==> config.mk <==
export PLATFORM = sky130hd
export DESIGN_NAME = serial_pattern_transmitter
export DESIGN_NICKNAME = d
export VERILOG_FILES = /design/src/rtl/serial_pattern_transmitter.sv
export SDC_FILE = /design/constraint.sdc
export NUM_CORES = 1
export LEC_CHECK = 0
export ABC_CLOCK_PERIOD_IN_PS = 1800
export BUFFER_PORTS_ARGS = -buffer_cell sky130_fd_sc_hd__buf_2
export CAP_MARGIN = 20
export CORE_UTILIZATION = 48
export CTS_CLUSTER_SIZE = 25
export DETAILED_ROUTE_END_ITERATION = 8
export GPL_ROUTABILITY_DRIVEN = 0
export PLACE_DENSITY_LB_ADDON = 0.08
export SYNTH_ARGS = -nofsm -noshare
export SYNTH_HDL_FRONTEND = slang
export SYNTH_SLANG_ARGS = --single-unit
==> constraint.sdc <==
create_clock -name clock -period 1.8 [get_ports clock]
set_clock_uncertainty 0.2 [all_clocks]
set_input_delay 0.09 -clock clock [delete_from_list [all_inputs] [get_ports clock]]
set_output_delay 0.09 -clock clock [all_outputs]
set_load 0.01 [all_outputs]
==> src/rtl/serial_pattern_transmitter.sv <==
// Serial pattern source: shifts a latched WIDTH-bit pattern out MSB-first,
// repeated for a programmable number of frames with an optional idle gap.
module serial_pattern_transmitter #(
  parameter int unsigned WIDTH = 4,
  parameter int unsigned GAP   = 0
) (
  input  logic             clock,
  input  logic             reset,
  input  logic             start,
  input  logic [WIDTH-1:0] pattern,
  input  logic [7:0]       frames,
  output logic             out,
  output logic             out_valid,
  output logic             busy,
  output logic             done
);

  localparam int unsigned BW = $clog2(WIDTH);
  localparam int unsigned GW = (GAP < 2) ? 1 : $clog2(GAP);
  localparam logic [BW-1:0] LAST_BIT = BW'(WIDTH - 1);
  localparam logic [GW-1:0] GAP_LOAD = GW'(GAP - 1);

  typedef enum logic [1:0] {
    ST_IDLE  = 2'd0,
    ST_SHIFT = 2'd1,
    ST_GAP   = 2'd2
  } state_t;

  state_t           state, state_next;
  logic [WIDTH-1:0] shreg, shreg_next;
  logic [BW-1:0]    bit_cnt, bit_cnt_next;
  logic [7:0]       frame_cnt, frame_cnt_next;
  logic [GW-1:0]    gap_cnt, gap_cnt_next;
  logic             out_next, out_valid_next, busy_next, done_next;

  // State, counters and registered outputs; reset overrides everything.
  always_ff @(posedge clock) begin
    if (reset) begin
      state     <= ST_IDLE;
      shreg     <= '0;
      bit_cnt   <= '0;
      frame_cnt <= '0;
      gap_cnt   <= '0;
      out       <= 1'b0;
      out_valid <= 1'b0;
      busy      <= 1'b0;
      done      <= 1'b0;
    end else begin
      state     <= state_next;
      shreg     <= shreg_next;
      bit_cnt   <= bit_cnt_next;
      frame_cnt <= frame_cnt_next;
      gap_cnt   <= gap_cnt_next;
      out       <= out_next;
      out_valid <= out_valid_next;
      busy      <= busy_next;
      done      <= done_next;
    end
  end

  // Next-state logic; the shift register rotates so that after a full frame it
  // holds the original pattern again, which doubles as the reload for the next frame.
  always_comb begin
    state_next     = state;
    shreg_next     = shreg;
    bit_cnt_next   = bit_cnt;
    frame_cnt_next = frame_cnt;
    gap_cnt_next   = gap_cnt;
    done_next      = 1'b0;

    case (state)
      ST_IDLE: begin
        if (start) begin
          state_next     = ST_SHIFT;
          shreg_next     = pattern;
          bit_cnt_next   = LAST_BIT;
          frame_cnt_next = (frames == 8'd0) ? 8'd1 : frames;
        end
      end
      ST_SHIFT: begin
        shreg_next = {shreg[WIDTH-2:0], shreg[WIDTH-1]};
        if (bit_cnt != '0) begin
          bit_cnt_next = bit_cnt - BW'(1);
        end else if (frame_cnt > 8'd1) begin
          frame_cnt_next = frame_cnt - 8'd1;
          bit_cnt_next   = LAST_BIT;
          if (GAP > 0) begin
            state_next   = ST_GAP;
            gap_cnt_next = GAP_LOAD;
          end
        end else begin
          state_next     = ST_IDLE;
          frame_cnt_next = 8'd0;
          done_next      = 1'b1;
        end
      end
      ST_GAP: begin
        if (gap_cnt == '0) begin
          state_next = ST_SHIFT;
        end else begin
          gap_cnt_next = gap_cnt - GW'(1);
        end
      end
      default: state_next = ST_IDLE;
    endcase

    busy_next      = (state_next != ST_IDLE);
    out_valid_next = (state_next == ST_SHIFT);
    out_next       = (state_next == ST_SHIFT) & shreg_next[WIDTH-1];
  end

endmodule
==> impl_metrics.tcl <==
set metrics [dict create \
    status "complete, no violations" \
    rsz0062_at_grt "yes" \
    synthFlopType "dfxtp_1" \
    slew_violations 0 \
    leakagePower_nw 0.588 \
    vias_per_cell 5.72 \
    nets 194 \
    drtAntennaViolNets 0 \
    hpwl_um 1940 \
    synth_area_leaders "dfxtp_1, a21oi_1, nor2_1, nor2b_1, ha_1" \
    arrival_ns 1.79 \
    cpLargestDelayFamily "simple AND/OR/NAND/NOR gates" \
    drive_above_1_share 0.305 \
    path_clk_slew_ns 0.12 \
    finalWorstPathRequiredPeriod_ns 1.78 \
    finalSetupTns_ns 0 \
    synth_edf_count 0 \
    worstSetupStartpointType "input port" \
    drtIter0Drc 39 \
    required_ns 1.81 \
    synth_most_common_cell "dfxtp_1" \
    slowest_stage "or4_4" \
    ctsRootBufferMaster "clkbuf_4" \
    grt_start_max_net_pins 20 \
    synthesis.nets 150 \
    p_seq_frac 0.444 \
    critical_path_class "in2reg" \
    initial_core_util 0.532 \
    crit_path_cell_trace "dlygate4sd3_1 -> buf_2 -> or4_4 -> nor4_2 -> o21ai_1 -> a311oi_1" \
    synth-warning-count 0 \
    grt_pass1_wl_um 4960 \
    tritoncts "yes" \
    syn_avg_cell_area_um2 8.23 \
    powerDensity_nw_per_um2 796 \
    yosys.area.top_type_share 0.369 \
    synth_seq_cells 20 \
    area_delta_synth_final_pct 35.5 \
    ioPinCount 19 \
    vias 1150 \
    ys_types 41 \
    p_int_mw 0.771 \
    slowest_delay_ns 0.54 \
    clock_latency_ns 0.31 \
    wl_per_cell_um 15.1 \
    gr-total-overflow 0 \
    antenna_found_initial 0 \
    first_pass_iters 5 \
    max_freq_mhz 562 \
    hp-class "in2reg" \
    die_y_um 49.6 \
    utilization 0.721 \
    fill_cells 175 \
    die_area_um2 2460 \
    dp_cells 186 \
    drv_cap 0 \
    place_area_um2 1290 \
    netlist_top_cells_count "dfxtp_1, nor2_1, a21oi_1" \
    yosys.area.top_type "dfxtp_1" \
    core_um2 2040 \
    synth_area_um2 1090 \
    syn_inst 132 \
    numCtsBuffers 3 \
    setup_viol 0 \
    rows 16 \
    p_sw_mw 0.400 \
    cp_max_fo 2 \
    clockPowerShare 0.189 \
    diodes 0 \
    grt_pass1_vias 1114 \
    die_x_um 49.6 \
    drc 0 \
    crit_buf_inv 2 \
    ys_seq_area_frac 0.369 \
    cts.htree.levels 1 \
    cts_buffer_depth 2 \
    fin_crit_sh 0.989 \
    switching_share 0.342 \
    grtUsageTotal 0.262 \
    ir_worst_vdd_mv 0.709 \
    stdcell_area_um2 1470 \
    async_reset_ff_frac 0 \
    crit_path_end_kind "flop" \
    layout.cells.non_filler 201 \
    wl_um 3040 \
    r2r_setup_slack_ns 0.05 \
    finalHoldViolations 0 \
    cts.sinks 20 \
    hold_slack_ns 0.0105 \
    power_frac_comb 0.367 \
    io_buffers 18 \
]
-- sequential cells by signal (all words and copies together) (netlist names) --
name and cells:
out 1, shreg 4, bit_cnt 2, busy 1, frame_cnt 8, state 2
out_valid 1, done 1
-- tightest hold or removal path, delay by kind of cell --
kind | cells | cell delay (ns)
buffers and inverters | 1 | 0.09
and+or+nand+nor | 2 | 0.21
AOI/OAI and AO/OA | 1 | 0.10
-- through the flow --
step | total power, mW | setup slack, ns
after floorplan | 0.751 | 0.0166
after global placement | 0.884 | -0.00828
after detailed placement | 0.894 | -0.0743
after CTS | 1.14 | 0.0198
after global routing | 1.23 | -0.0233
final | 1.17 | 0.0199
-- cell families (layout without fill, tap and decap cells) --
kind of cell / Yosys count / count (layout) / synth area share
other: 1 / 1 / 0.00345
muxes: 1 / 1 / 0.0104
adders and majority gates: 3 / 3 / 0.0346
AOI/OAI and AO/OA: 38 / 38 / 0.232
DFF: 20 / 20 / 0.369
and+or+nand+nor: 56 / 56 / 0.302
buffers and inverters: 13 / 55 / 0.0495
-- metal layers --
metal | global-route usage | vias to the layer above | part of all wire
li1 | - | 569 | -
met1 | 0.323 | 537 | 0.43
met2 | 0.468 | 40 | 0.50
met3 | 0.0617 | 4 | 0.060
met4 | 0.0381 | 0 | 0.0089
met5 | 0 | - | 0
-- path summary, 6_finish.rpt --
| check | endpoint | cells past startpoint | startpoint |
|---|---|---|---|
| setup / recovery | frame_cnt[0]$_SDFFE_PP0P_ | 6 | frames[4] |
| hold / removal | shreg[0]$_SDFFE_PP0P_ | 4 | pattern[0] |
| setup reg to reg | frame_cnt[3]$_SDFFE_PP0P_ | 6 | frame_cnt[1]$_SDFFE_PP0P_ |
| hold reg to reg | shreg[2]$_SDFFE_PP0P_ | 2 | shreg[2]$_SDFFE_PP0P_ |
-- cells in the final DEF (no fill, tap or decap), types with 5 or more instances in the layout --
| cell type | instances |
|---|---|
| dfxtp_1 | 18 |
| buf_2 | 18 |
| buf_4 | 16 |
| nor2_1 | 12 |
| dlygate4sd3_1 | 10 |
| inv_1 | 8 |
| nor2b_1 | 7 |
| a21oi_1 | 7 |
| o21ai_0 | 6 |
| nor3_1 | 6 |
| o22ai_1 | 5 |
-- power groups by stage --
stage / registers, mW / logic (mW) / clock network, mW
finish: 0.519 / 0.430 / 0.221
global route: 0.524 / 0.470 / 0.239
CTS: 0.518 / 0.398 / 0.220
detailed placement: 0.526 / 0.368 / 0
global placement: 0.525 / 0.359 / 0
floorplan: 0.524 / 0.227 / 0
-- repair_timing --
| item | CTS | global route |
|---|---|---|
| pin swaps | 1 | 5 |
| hold endpoints to repair | 9 | 0 |
| buffers inserted | 0 | 2 |
| hold buffers | 10 | 0 |
| cloned | 0 | 0 |
| setup endpoints to repair | 10 | 10 |
| resized for setup | 5 | 5 |
-- area by class of cell --
cell class	count	area, um^2	share of cell area
multi-input cells	99	672	0.457
flip-flops and latches	20	403	0.274
inverters	8	30.0	0.0204
well taps	27	33.8	0.0230
repair buffers	44	310	0.211
clock buffers	3	22.5	0.0153
(Power assumes the default switching activity.)
